===== config.mk =====
export PLATFORM = sky130hd
export DESIGN_NAME = nasti_mover_sched_flat
export DESIGN_NICKNAME = d
export VERILOG_FILES = /design/src/rtl/nasti_mover_sched_if.sv /design/src/rtl/nasti_mover_sched.sv /design/src/flat_wrapper.sv
export SDC_FILE = /design/constraint.sdc
export NUM_CORES = 1
export LEC_CHECK = 0
export CAP_MARGIN = 20
export CORE_AREA = 2 2 266 268
export DETAILED_ROUTE_END_ITERATION = 16
export DIE_AREA = 0 0 268 270
export SLEW_MARGIN = 20
export SYNTH_ARGS = -nofsm -noshare
export SYNTH_HDL_FRONTEND = slang
export SYNTH_SLANG_ARGS = --single-unit
export TNS_END_PERCENT = 50

===== constraint.sdc =====
create_clock -name aclk -period 3.2 [get_ports aclk]
set_input_delay 0.48 -clock aclk [delete_from_list [all_inputs] [get_ports aclk]]
set_output_delay 0.48 -clock aclk [all_outputs]
set_load 0.005 [all_outputs]

===== src/rtl/nasti_mover_sched_if.sv =====
`default_nettype none
// ============================================================================
//  Module      : nasti_mover_sched_if
//  Description : Bundles every request-side and mover-side handshake signal
//                of the shared stream-mover scheduler.
//                  slave  : the scheduler's view (takes requests, drives the
//                           mover request, receives mover ready).
//                  master : the environment's view (requesters plus mover).
//                Signals:
//                  req_src / req_len   N_REQ*ADDR_WIDTH  packed per requester
//                  req_valid           N_REQ             request valid
//                  req_ready           N_REQ             request accept
//                  done / err          N_REQ             one-cycle pulses
//                  m_src / m_len       ADDR_WIDTH        mover request
//                  m_valid / m_ready   1                 mover handshake
//  Revision    : 1.0 - initial release
// ============================================================================
interface nasti_mover_sched_if #(
  parameter int N_REQ      = 4,
  parameter int ADDR_WIDTH = 64
);
  logic [N_REQ*ADDR_WIDTH-1:0] req_src;
  logic [N_REQ*ADDR_WIDTH-1:0] req_len;
  logic [N_REQ-1:0]            req_valid;
  logic [N_REQ-1:0]            req_ready;
  logic [N_REQ-1:0]            done;
  logic [N_REQ-1:0]            err;
  logic [ADDR_WIDTH-1:0]       m_src;
  logic [ADDR_WIDTH-1:0]       m_len;
  logic                        m_valid;
  logic                        m_ready;

  modport slave (
    input  req_src, req_len, req_valid, m_ready,
    output req_ready, done, err, m_src, m_len, m_valid
  );

  modport master (
    output req_src, req_len, req_valid, m_ready,
    input  req_ready, done, err, m_src, m_len, m_valid
  );
endinterface
`default_nettype wire


===== src/rtl/nasti_mover_sched.sv =====
`default_nettype none
// ============================================================================
//  Module      : nasti_mover_sched
//  Description : Round-robin scheduler that shares one stream mover between
//                N_REQ requesters. Requests are checked for beat alignment;
//                misaligned ones are rejected with err, zero-length ones are
//                completed immediately with done, the rest are issued to the
//                mover and tracked until the mover returns to idle.
//                Ports:
//                  aclk      in   clock, rising edge
//                  areset    in   synchronous active-high reset
//                  bus       if   requester and mover handshakes (slave view)
//                  busy      out  scheduler not in IDLE
//                  owner     out  index of granted requester (valid while busy)
//                  xfer_cnt  out  completed mover transfers, wrapping
//  Revision    : 1.0 - initial release
// ============================================================================
module nasti_mover_sched #(
  parameter int N_REQ      = 4,
  parameter int ADDR_WIDTH = 64,
  parameter int DATA_WIDTH = 64
) (
  input  logic                     aclk,
  input  logic                     areset,
  nasti_mover_sched_if.slave       bus,
  output logic                     busy,
  output logic [$clog2(N_REQ)-1:0] owner,
  output logic [15:0]              xfer_cnt
);

  localparam int                    c_OWN_W      = $clog2(N_REQ);
  localparam int                    c_IDX_W      = c_OWN_W + 1;
  localparam int                    c_BEAT_BYTES = DATA_WIDTH / 8;
  localparam logic [ADDR_WIDTH-1:0] c_ALIGN_MASK = ADDR_WIDTH'(c_BEAT_BYTES - 1);
  localparam logic [N_REQ-1:0]      c_ONE        = N_REQ'(1);
  localparam logic [c_OWN_W-1:0]    c_LAST       = c_OWN_W'(N_REQ - 1);

  typedef enum logic [2:0] {
    S_IDLE       = 3'd0,
    S_ISSUE      = 3'd1,
    S_WAIT_START = 3'd2,
    S_WAIT_DONE  = 3'd3,
    S_FINISH     = 3'd4
  } state_t;

  state_t                  r_state;
  state_t                  w_state_nxt;

  logic [c_OWN_W-1:0]      r_ptr;
  logic [c_OWN_W-1:0]      r_owner;
  logic [ADDR_WIDTH-1:0]   r_src;
  logic [ADDR_WIDTH-1:0]   r_len;
  logic [N_REQ-1:0]        r_done_zl;
  logic [N_REQ-1:0]        r_err;
  logic [15:0]             r_xfer_cnt;

  logic                    w_found;
  logic [c_OWN_W-1:0]      w_win;
  logic                    w_accept;
  logic [N_REQ-1:0]        w_grant_1h;
  logic [ADDR_WIDTH-1:0]   w_sel_src;
  logic [ADDR_WIDTH-1:0]   w_sel_len;
  logic                    w_misaligned;
  logic                    w_zero_len;

  // --------------------------------------------------------------------------
  // Rotating priority search: ptr has highest priority, then ptr+1, ... with
  // wrap at N_REQ. The sum is one bit wider so the wrap works for any N_REQ,
  // not only powers of two.
  // --------------------------------------------------------------------------
  always_comb begin : p_arb
    logic [c_IDX_W-1:0] v_idx;
    w_found = 1'b0;
    w_win   = '0;
    v_idx   = '0;
    for (int k = 0; k < N_REQ; k++) begin
      v_idx = {1'b0, r_ptr} + c_IDX_W'(k);
      if (v_idx >= c_IDX_W'(N_REQ)) begin
        v_idx = v_idx - c_IDX_W'(N_REQ);
      end
      if (!w_found && bus.req_valid[v_idx[c_OWN_W-1:0]]) begin
        w_found = 1'b1;
        w_win   = v_idx[c_OWN_W-1:0];
      end
    end
  end

  // Grants only happen in IDLE and never while reset is held, so req_ready
  // is gated by areset combinationally as well.
  assign w_accept     = (r_state == S_IDLE) && w_found && !areset;
  assign w_grant_1h   = c_ONE << w_win;
  assign w_sel_src    = bus.req_src[w_win*ADDR_WIDTH +: ADDR_WIDTH];
  assign w_sel_len    = bus.req_len[w_win*ADDR_WIDTH +: ADDR_WIDTH];
  assign w_misaligned = |((w_sel_src | w_sel_len) & c_ALIGN_MASK);
  assign w_zero_len   = (w_sel_len == '0);

  // --------------------------------------------------------------------------
  // FSM: state register
  // --------------------------------------------------------------------------
  always_ff @(posedge aclk) begin
    if (areset) begin
      r_state <= S_IDLE;
    end else begin
      r_state <= w_state_nxt;
    end
  end

  // --------------------------------------------------------------------------
  // FSM: next state. m_valid is high exactly in ISSUE, so the mover
  // handshake in ISSUE reduces to m_ready. The mover drops m_ready for the
  // duration of a transfer, so WAIT_START waits for that drop and WAIT_DONE
  // for the return to idle.
  // --------------------------------------------------------------------------
  always_comb begin : p_fsm_nxt
    w_state_nxt = r_state;
    case (r_state)
      S_IDLE: begin
        if (w_accept && !w_misaligned && !w_zero_len) begin
          w_state_nxt = S_ISSUE;
        end
      end
      S_ISSUE: begin
        if (bus.m_ready) begin
          w_state_nxt = S_WAIT_START;
        end
      end
      S_WAIT_START: begin
        if (!bus.m_ready) begin
          w_state_nxt = S_WAIT_DONE;
        end
      end
      S_WAIT_DONE: begin
        if (bus.m_ready) begin
          w_state_nxt = S_FINISH;
        end
      end
      S_FINISH: begin
        w_state_nxt = S_IDLE;
      end
      default: begin
        w_state_nxt = S_IDLE;
      end
    endcase
  end

  // --------------------------------------------------------------------------
  // Datapath: request latch, round-robin pointer, immediate responses for
  // rejected / empty requests, transfer counter.
  // --------------------------------------------------------------------------
  always_ff @(posedge aclk) begin
    if (areset) begin
      r_ptr      <= '0;
      r_owner    <= '0;
      r_src      <= '0;
      r_len      <= '0;
      r_done_zl  <= '0;
      r_err      <= '0;
      r_xfer_cnt <= '0;
    end else begin
      r_done_zl <= '0;
      r_err     <= '0;
      if (w_accept) begin
        r_ptr   <= (w_win == c_LAST) ? '0 : w_win + 1'b1;
        r_owner <= w_win;
        r_src   <= w_sel_src;
        r_len   <= w_sel_len;
        if (w_misaligned) begin
          r_err <= w_grant_1h;
        end else if (w_zero_len) begin
          r_done_zl <= w_grant_1h;
        end
      end
      if (r_state == S_FINISH) begin
        r_xfer_cnt <= r_xfer_cnt + 16'd1;
      end
    end
  end

  // --------------------------------------------------------------------------
  // Outputs. A zero-length completion is only ever produced in the cycle
  // after an IDLE accept, and FINISH is never entered directly from IDLE,
  // so the two done sources cannot overlap.
  // --------------------------------------------------------------------------
  assign bus.req_ready = w_accept ? w_grant_1h : '0;
  assign bus.m_valid   = (r_state == S_ISSUE);
  assign bus.m_src     = r_src;
  assign bus.m_len     = r_len;
  assign bus.done      = r_done_zl | ((r_state == S_FINISH) ? (c_ONE << r_owner) : '0);
  assign bus.err       = r_err;
  assign busy          = (r_state != S_IDLE);
  assign owner         = r_owner;
  assign xfer_cnt      = r_xfer_cnt;

  // --------------------------------------------------------------------------
  // Protocol properties
  // --------------------------------------------------------------------------
  a_ready_onehot: assert property (@(posedge aclk) disable iff (areset)
    $onehot0(bus.req_ready));

  a_ready_idle_only: assert property (@(posedge aclk) disable iff (areset)
    (r_state != S_IDLE) |-> (bus.req_ready == '0));

  a_resp_exclusive: assert property (@(posedge aclk) disable iff (areset)
    $onehot0(bus.done | bus.err) && ((bus.done & bus.err) == '0));

endmodule
`default_nettype wire


===== src/flat_wrapper.sv =====
// flat-port wrapper written by rule: the top's interface ports become plain ports
module nasti_mover_sched_flat 
#(
  parameter int N_REQ      = 4,
  parameter int ADDR_WIDTH = 64,
  parameter int DATA_WIDTH = 64
)
  (aclk, areset, busy, owner, xfer_cnt, bus_req_src, bus_req_len, bus_req_valid, bus_m_ready, bus_req_ready, bus_done, bus_err, bus_m_src, bus_m_len, bus_m_valid);
  nasti_mover_sched_if #(.N_REQ(N_REQ), .ADDR_WIDTH(ADDR_WIDTH)) bus_i ();
  input  logic aclk;
  input  logic areset;
  output logic busy;
  output logic [$clog2(N_REQ)-1:0] owner;
  output logic [15:0] xfer_cnt;
  input wire logic [$bits(bus_i.req_src)-1:0] bus_req_src;
  input wire logic [$bits(bus_i.req_len)-1:0] bus_req_len;
  input wire logic [$bits(bus_i.req_valid)-1:0] bus_req_valid;
  input wire logic [$bits(bus_i.m_ready)-1:0] bus_m_ready;
  output wire logic [$bits(bus_i.req_ready)-1:0] bus_req_ready;
  output wire logic [$bits(bus_i.done)-1:0] bus_done;
  output wire logic [$bits(bus_i.err)-1:0] bus_err;
  output wire logic [$bits(bus_i.m_src)-1:0] bus_m_src;
  output wire logic [$bits(bus_i.m_len)-1:0] bus_m_len;
  output wire logic [$bits(bus_i.m_valid)-1:0] bus_m_valid;
  assign bus_i.req_src = bus_req_src;
  assign bus_i.req_len = bus_req_len;
  assign bus_i.req_valid = bus_req_valid;
  assign bus_i.m_ready = bus_m_ready;
  assign bus_req_ready = bus_i.req_ready;
  assign bus_done = bus_i.done;
  assign bus_err = bus_i.err;
  assign bus_m_src = bus_i.m_src;
  assign bus_m_len = bus_i.m_len;
  assign bus_m_valid = bus_i.m_valid;
  nasti_mover_sched #(.N_REQ(N_REQ), .ADDR_WIDTH(ADDR_WIDTH), .DATA_WIDTH(DATA_WIDTH)) u_core (.aclk(aclk), .areset(areset), .bus(bus_i), .busy(busy), .owner(owner), .xfer_cnt(xfer_cnt));
endmodule

Word level (Yosys, flattened, before mapping) --
Cells that the tools add are included.
Storage, ports and cells: input bits 519, output and inout port bits 160, bits in registers 159, memory bits (writable) 0, word-level logic and storage cells 91, memories 0, latch bits 0, ROM bits 0
Operators by class: bitwise logic cells 5, reduce and logical (&&, ||, !) cells 20, magnitude comparators 8, div/mod/pow operators 0, $mul 0, mux-type cells 28, $add $sub $neg 9, shift-type cells 4, equal/unequal tests 9
Operators with widths (number):
- 256-bit by 9-bit variable part select with 64-bit output | 2
- 64-bit zero test | 1
- 2-bit two-way mux | 9
- 16-bit by 1-bit adder with 16-bit output (second input constant) | 1
- 2-bit by 3-bit less-than comparator with 1-bit output (second input constant) | 4
- 3-bit two-way mux | 4
- 3-bit case mux with 4 select lines | 1
- 3-bit >= comparator (second input constant) | 3
- 1-bit binary-select mux with 2-bit select | 4
- 1-bit two-way mux | 8
- 4-bit two-way mux | 2
- 2-bit != test (second input constant) | 4
- 1-bit by 2-bit left shift with 4-bit output (first input constant) | 2
- 2-bit by 1-bit subtractor with 2-bit output (second input constant) | 4
- 1-bit logical AND | 7
- 2-bit by 2-bit adder with 3-bit output (second input constant) | 2
- 3-bit by 2-bit equality test with 1-bit output (second input constant) | 2
- 1-bit zero test | 6
- 3-bit OR reduction | 2
- 6-bit OR reduction | 1
- 4-bit OR | 1
- 4-bit AND reduction | 1
- 2-bit by 1-bit adder with 3-bit output (second input constant) | 1
- 3-bit by 1-bit equality test with 1-bit output (second input constant) | 1
- other kinds (8) | 10

Depth between registers and ports, before layout --
Gate-level depths: netlist of run 1.
depth after elaboration 22, mapped depth 14, gate-level depth less buffers 10

Least setup slack after synthesis of run 1 --
Ideal clock, no wire load.
kind input to output, start input port bus_req_valid[2], end output port bus_req_ready[2], buffers on the path 5, cell stages on the path 12, arrival time 2.920 ns, slack -0.200 ns, data required time 2.720 ns, path through nor2b_1 -> a21boi_1 -> o32ai_4 -> inv_2 -> clkbuf_1 -> buf_1 -> buf_2 -> buf_2 -> buf_1 -> ha_1 -> inv_1 -> nor3_1
Between the ends: elaborated cells on any way between the ends 26, classes of those cells 1 x shift; 17 x mux; 8 x reduce/logical
RTL lines:
- start: declaration | RTL line flat_wrapper.sv:17 | input wire logic [$bits(bus_i.req_valid)-1:0] bus_req_valid;
- 1-bit binary-select mux with 2-bit select | RTL line nasti_mover_sched.sv:81 | if (!w_found && bus.req_valid[v_idx[c_OWN_W-1:0]]) begin
- 1-bit two-way mux (not written as such) | RTL line nasti_mover_sched.sv:81
- 1-bit two-way mux | RTL line nasti_mover_sched.sv:81
- 1-bit zero test | RTL line nasti_mover_sched.sv:81
- 1-bit logical AND | RTL line nasti_mover_sched.sv:81
- 1-bit two-way mux | RTL line nasti_mover_sched.sv:81
- 1-bit zero test | RTL line nasti_mover_sched.sv:81
- 1-bit logical AND | RTL line nasti_mover_sched.sv:81
- 1-bit two-way mux | RTL line nasti_mover_sched.sv:81
- 1-bit zero test | RTL line nasti_mover_sched.sv:81
- 1-bit logical AND | RTL line nasti_mover_sched.sv:81
- 2-bit two-way mux (*) | RTL line nasti_mover_sched.sv:81
- via u_core.w_win[1] | RTL line nasti_mover_sched.sv:58 | logic [c_OWN_W-1:0] w_win;
- 1-bit by 2-bit left shift with 4-bit output (*) | RTL line nasti_mover_sched.sv:91 | assign w_grant_1h = c_ONE << w_win;
- via u_core.w_grant_1h[2] | RTL line nasti_mover_sched.sv:60 | logic [N_REQ-1:0] w_grant_1h;
- 4-bit two-way mux (*) | RTL line nasti_mover_sched.sv:184 | assign bus.req_ready = w_accept ? w_grant_1h : '0;
- end: declaration | RTL line flat_wrapper.sv:19 | output wire logic [$bits(bus_i.req_ready)-1:0] bus_req_ready;
The timed path passes the listed nets; every way through them passes the cells marked *. The select of a mux whose other input is x is not followed.

Worst setup path in the final report of run 1 --
start input port bus_req_valid[2], end register u_core.r_state[0]
Between the ends: longest elaborated chain between the ends 20, elaborated cells on any way between the ends 35, classes of those cells 1 x eq/ne; 2 x shift; 16 x mux; 1 x bitwise; 15 x reduce/logical
RTL lines:
- parallel branches: the longest is 17 deep, another holds 1-bit binary-select mux with 2-bit select
- 1-bit logical AND (*) | RTL line nasti_mover_sched.sv:118 | if (w_accept && !w_misaligned && !w_zero_len) begin
- 2-bit != test (no source line) (*)
- 4-bit AND reduction (no source line) (*)
- end signal: assignment | RTL line nasti_mover_sched.sv:104 | r_state <= w_state_nxt;
- end: declaration | RTL line nasti_mover_sched.sv:46 | state_t r_state;
Mark *: on every way between the ends. The select of a mux whose other input is x is not followed. A chain may end at the register's enable or synchronous reset.

==> results of run 1 <==
-- worst paths after layout --
| check | end | slack, ns | cells past startpoint |
|---|---|---|---|
| worst max register to register | u_core.r_state[0]$_SDFFE_PP0P_ | 0.05 | 10 |
| worst min-delay path | u_core.bus.m_src[56]$_SDFFE_PP0P_ | 0.42 | 2 |
| worst max-delay path | u_core.r_state[0]$_SDFFE_PP0P_ | 0.05 | 12 |
| worst min register to register | u_core.bus.m_src[42]$_SDFFE_PP0P_ | 0.45 | 2 |
-- cells by family (layout without fill, tap and decap cells) --
group / count (synthesis) / in the layout
flip-flops: 159 / 159
AO/OA/AOI/OAI: 314 / 314
adder cells (fa/ha/maj): 5 / 5
XOR/XNOR: 13 / 13
other: 0 / 4
AND/OR/NAND/NOR: 870 / 870
buffers and inverters: 148 / 856
-- report_power, final --
part	internal [mW]	total, mW	switching [mW]
sequential	2.38	2.60	0.221
clock	1.02	2.10	1.08
combinational	2.87	5.70	2.83
total	6.28	10.4	4.13
-- worst reg2reg max path, cell delays in order, from the launching register on --
cell,delay [ns]
dfxtp_1,0.34
or4_4,0.64
bufbuf_16,0.32
and3_1,0.17
a211oi_1,0.30
o22ai_1,0.12
or4_4,0.59
nor4_4,0.14
buf_4,0.18
a31oi_1,0.09
o21a_1,0.16
-- per-layer routing --
layer / vias to the layer above / share of wire (%)
met5: - / 0.020
met4: 2 / 3.3
met3: 75 / 8.9
met2: 587 / 47
met1: 6263 / 41
li1: 6684 / -
-- cell usage after synthesis, types with 13 or more instances --
| master | n |
|---|---|
| nand2_1 | 450 |
| nand3_1 | 179 |
| dfxtp_1 | 159 |
| a21oi_1 | 130 |
| a211oi_1 | 102 |
| and3_1 | 102 |
| clkbuf_1 | 101 |
| nor2_1 | 47 |
| or3_1 | 27 |
| a31oi_1 | 23 |
| buf_1 | 22 |
| buf_2 | 16 |
| o22ai_1 | 15 |
| nor2b_1 | 14 |
| nor3_1 | 13 |
-- registers in the layout (all words and copies together) (netlist names) --
name	flops
u_core.r_ptr	2
u_core.xfer_cnt	16
u_core.bus.err	4
u_core.bus.m_src	64
u_core.owner	2
u_core.bus.m_len	64
u_core.r_done_zl	4
u_core.r_state	3
-- area by class of cell --
| class | count | area, µm² |
|---|---|---|
| timing repair buffer | 817 | 8140 |
| multi-input combinational | 1202 | 6330 |
| antenna | 4 | 10.0 |
| clock inverter | 14 | 128 |
| sequential | 159 | 3190 |
| fill | 7567 | 50100 |
| inverter | 7 | 36.3 |
| clock buffer | 18 | 429 |
| tap | 940 | 1180 |
-- timing repair --
action / CTS / global route
gates cloned: 1 / 0
setup buffers: 9 / 1
resized for setup: 24 / 14
endpoints found under the setup margin: 9 / 8
pin swaps: 8 / 2
==> run_results.csv, run 1 <==
group,metric,value,unit
run_status,status,"complete, no violations",
synth,synth-simple-area-share,40.4,%
power,total_power,10.4,mW
final_layout,final_common_cell,"clkdlybuf4s50_1",
place,place_ws,-0.828,ns
final_layout,postLayoutCoreUtil,27.9,%
final_layout,syn_to_final_growth,94.9,%
critical_path,crit_start,"bus_req_valid[2]",
detailed_routing,drc_errors,0,
grt,grt_use_met2,26.9,%
clock_network,clk_latency,0.49,ns
clock_network,cts_tree,"done",
grt,grt_pass1_wl,86900,µm
place,io_buffers,678,
synth,synth.area.top_cells,"dfxtp_1 32%, nand2_1 17%, nand3_1 9.0%, a211oi_1 7.7%, a21oi_1 6.5%",
sta,min_period,3.15,ns
sta,worst_slack,0.0485,ns
place,dpl.cell_count,3114,
final_layout,final_cell_mix,"669 x clkdlybuf4s50_1, 449 x nand2_1, 179 x nand3_1",
synth,synth_fa_ha_area_share,0.627,%
detailed_routing,dr.pass1.iters,5,
floorplan,die_area,0.0724,mm²
critical_path,critPathCaptureType,"flop",
critical_path,startpoint_type,"input port",
sta,finalSetupViolCount,0,
floorplan,initial_core_util,14.3,%
clock_network,clk_pin_slew,0.08,ns
grt,grt_max_degree,111,
grt,grt.total_usage,16.2,%
place,placed_area,0.0186,mm²
synth,yosys.area.top_type,"dfxtp_1",
clock_network,clkSinkCount,159,
floorplan,pin_count,679,
synth,muxShareOfSynthArea,0,%
clock_network,cts_hold_buffers,0,
sta,rsz0062_at_grt,"yes",
synth,yosys_warnings,0,
critical_path,cp_top_family,"simple AND/OR/NAND/NOR gates",
sta,slew_headroom,53.7,%
sta,period_share,98.5,%
critical_path,criticalPathCategory,"input port to flop",
sta,worst_pin_slew,0.695,ns
grt,antenna_found_initial,7,
synth,seq_area_frac_synth,31.9,%
detailed_routing,wl,60600,µm
critical_path,cp.required,3.58,ns
worst_hold_path,hold_start,"areset",
floorplan,die_y,270,µm
sta,slew_violations,0,
power,power_leakage,7.66,nW
sta,holdWs,0.416,ns
grt,grt-busiest-layer,"met2",
critical_path,crit_buf_inv,3,
final_layout,nNetsFinal,2728,
critical_path,path_cells,"dlygate4sd2_1 -> nor2b_2 -> or4_4 -> bufbuf_16 -> and3_1 -> a211oi_1 -> o22ai_1 -> or4_4 -> nor4_4 -> buf_4 -> a31oi_1 -> o21a_1",
detailed_routing,drt_iter0_drc,965,
critical_path,crit_slowest_cell,"or4_4",
grt,grt_overflow,0,
sta,final-hold-violation-count,0,
critical_path,arrival,3.53,ns
clock_network,cts_buffers,17,
sta,clock_skew,0.0141,ns
synth,ys_ff_latch,159,
critical_path,worstReg2RegStart,"u_core.r_ptr[1]$_SDFFE_PP0P_",
sta,setup_tns,0,ns
floorplan,fp-row-count,97,
sta,max_freq,317,MHz
critical_path,crit_path_max_fanout,13,
clock_network,h-tree-depth,4,
synth,syn_avg_cell_area,6.61,µm²
synth,synth-main-ff-cell,"dfxtp_1",
synth,syn_nets,2033,
synth,synth_top_family_by_area,"simple AND/OR/NAND/NOR gates",
synth,synthesis.area,0.00997,mm²
synth,synth_edf_count,0,
power,vdd_ir_drop_max,0.303,mV
place,place_hpwl,47400,µm
power,power_density,535,mW/mm²
synth,synth_top_area_share,31.9,%
detailed_routing,ant_nets,0,
clock_network,clk_path_buf_depth,2,
synth,synth_cell_types,50,
synth,postSynthCellCount,1509,
final_layout,drive_gt1_share,9.61,%
floorplan,core,0.0695,mm²
grt,grt_util_met1,19.0,%
synth,async_flop_share,0,%
critical_path,worst_path_largest_cell_delay,0.59,ns
floorplan,die_w,268,µm
synth,synth_xor_area_share,1.14,%
place,gp_congestion,0.919,
clock_network,cts_root_buffer,"clkbuf_16",
grt,first_global_vias,13300,
worst_hold_path,hold_class,"input port to flop",
synth,synth_compound_area_share,20.1,%
final_layout,fin_cells,3161,
detailed_routing,routedWlPerCell,19.2,µm
grt,grt_use_met3,5.56,%
final_layout,final_area,0.0194,mm²
flow_run,maxCapViolations,0,
critical_path,critPathMostFrequentCell,"or4_4",
detailed_routing,num_vias,13600,
detailed_routing,detail_route.vias_per_cell,4.31,
Power figures use the tool's default switching activity.
==> inputs of run 2 (changes only) <==
Settings changed: HOLD_SLACK_MARGIN set to 0.08.
==> results of run 2 <==
The final DEF is identical to that of run 1; final timing and power are the same.
==> inputs of run 3 (changes only) <==
Settings changed: RECOVER_POWER set to 50.
==> run_results.csv, run 3 (same netlist as run 1, synthesis figures left out) <==
group,metric,value,unit
power,power_leakage,7.96,nW
final_layout,final_cell_mix,"529 x clkdlybuf4s50_1, 449 x nand2_1, 179 x nand3_1",
detailed_routing,drt_iter0_drc,930,
sta,slew_headroom,12.0,%
place,gp_congestion,0.919,
floorplan,core,0.0695,mm²
sta,min_period,3.15,ns
floorplan,die_y,270,µm
clock_network,cts_tree,"done",
critical_path,criticalPathCategory,"input port to flop",
place,place_hpwl,47400,µm
sta,final-hold-violation-count,0,
final_layout,nNetsFinal,2728,
critical_path,arrival,3.53,ns
sta,rsz0062_at_grt,"yes",
critical_path,crit_path_max_fanout,13,
grt,grt_max_degree,111,
clock_network,clkSinkCount,159,
clock_network,cts_buffers,17,
grt,grt.total_usage,16.2,%
clock_network,clk_latency,0.49,ns
grt,grt_pass1_wl,86900,µm
grt,first_global_vias,13300,
sta,max_freq,317,MHz
clock_network,cts_hold_buffers,0,
critical_path,critPathCaptureType,"flop",
clock_network,clk_pin_slew,0.08,ns
final_layout,postLayoutCoreUtil,27.9,%
grt,antenna_found_initial,7,
detailed_routing,wl,60500,µm
final_layout,syn_to_final_growth,94.8,%
grt,grt_use_met2,26.9,%
floorplan,fp-row-count,97,
sta,period_share,98.6,%
floorplan,die_w,268,µm
place,io_buffers,678,
critical_path,startpoint_type,"input port",
clock_network,clk_path_buf_depth,2,
clock_network,cts_root_buffer,"clkbuf_16",
sta,worst_pin_slew,1.32,ns
detailed_routing,drc_errors,0,
final_layout,drive_gt1_share,9.61,%
grt,grt_util_met1,19.0,%
power,vdd_ir_drop_max,0.302,mV
grt,grt_use_met3,5.56,%
flow_run,maxCapViolations,0,
critical_path,crit_buf_inv,3,
critical_path,cp_top_family,"simple AND/OR/NAND/NOR gates",
floorplan,die_area,0.0724,mm²
detailed_routing,ant_nets,0,
critical_path,critPathMostFrequentCell,"or4_4",
detailed_routing,routedWlPerCell,19.1,µm
sta,clock_skew,0.0132,ns
floorplan,initial_core_util,14.3,%
final_layout,final_common_cell,"clkdlybuf4s50_1",
detailed_routing,detail_route.vias_per_cell,4.31,
critical_path,cp.required,3.58,ns
sta,finalSetupViolCount,0,
grt,grt_overflow,0,
run_status,status,"complete, no violations",
worst_hold_path,hold_class,"input port to flop",
critical_path,path_cells,"dlygate4sd2_1 -> nor2b_2 -> or4_4 -> bufbuf_16 -> and3_1 -> a211oi_1 -> o22ai_1 -> or4_4 -> nor4_4 -> buf_4 -> a31oi_1 -> o21a_1",
grt,grt-busiest-layer,"met2",
detailed_routing,num_vias,13600,
sta,worst_slack,0.0462,ns
sta,holdWs,0.406,ns
floorplan,pin_count,679,
detailed_routing,dr.pass1.iters,5,
power,power_density,528,mW/mm²
critical_path,crit_slowest_cell,"or4_4",
sta,slew_violations,0,
critical_path,worst_path_largest_cell_delay,0.59,ns
clock_network,h-tree-depth,4,
place,place_ws,-0.828,ns
## run 3: layout make-up
cell class	instances	area [µm²]
diodes	4	10.0
clock buffers	18	429
clock inverters	14	128
fillers	7568	50100
inverters	7	36.3
multi-input cells	1202	6330
flip-flops and latches	159	3190
well taps	940	1180
repair buffers	817	8130
## run 3: metal layers
metal  up-vias  share of wire, %
li1       6685                 -
met1      6245                41
met2       610                47
met3        71               9.1
met4         2               3.2
met5         -             0.020
## run 3: report_power, final
group,internal (mW),switching (mW)
Clock,1.02,1.08
Sequential,2.38,0.205
Combinational,2.74,2.82
## run 3: what timing repair did
action,4_1_cts,5_1_grt
setup endpoints to repair,9,8
setup buffers,9,1
resized for setup,24,14
cloned,1,0
pin swaps,8,2
## run 3: path summary, 6_finish.rpt
kind | start | end | slack, ns | depth (start not counted)
worst max register to register | u_core.r_ptr[1]$_SDFFE_PP0P_ | u_core.r_state[0]$_SDFFE_PP0P_ | 0.05 | 10
worst min register to register | u_core.bus.m_src[42]$_SDFFE_PP0P_ | u_core.bus.m_src[42]$_SDFFE_PP0P_ | 0.45 | 2
worst max-delay path | bus_req_valid[2] | u_core.r_state[0]$_SDFFE_PP0P_ | 0.05 | 12
worst min-delay path | areset | u_core.bus.m_src[56]$_SDFFE_PP0P_ | 0.41 | 2
## run 3: per-stage QoR
stage | total power, mW | cell area [µm²] | cells | TNS, ns
CTS | 10.5 | 19400 | 3156 | 0
global route | 11.0 | 19400 | 3157 | -0.348
floorplan | 5.07 | 9980 | 1509 | -0.0119
detailed placement | 8.23 | 18600 | 3114 | -10.14
global placement | 8.23 | 18600 | 3114 | -10.34
finish | 10.2 | 19400 | 3161 | 0
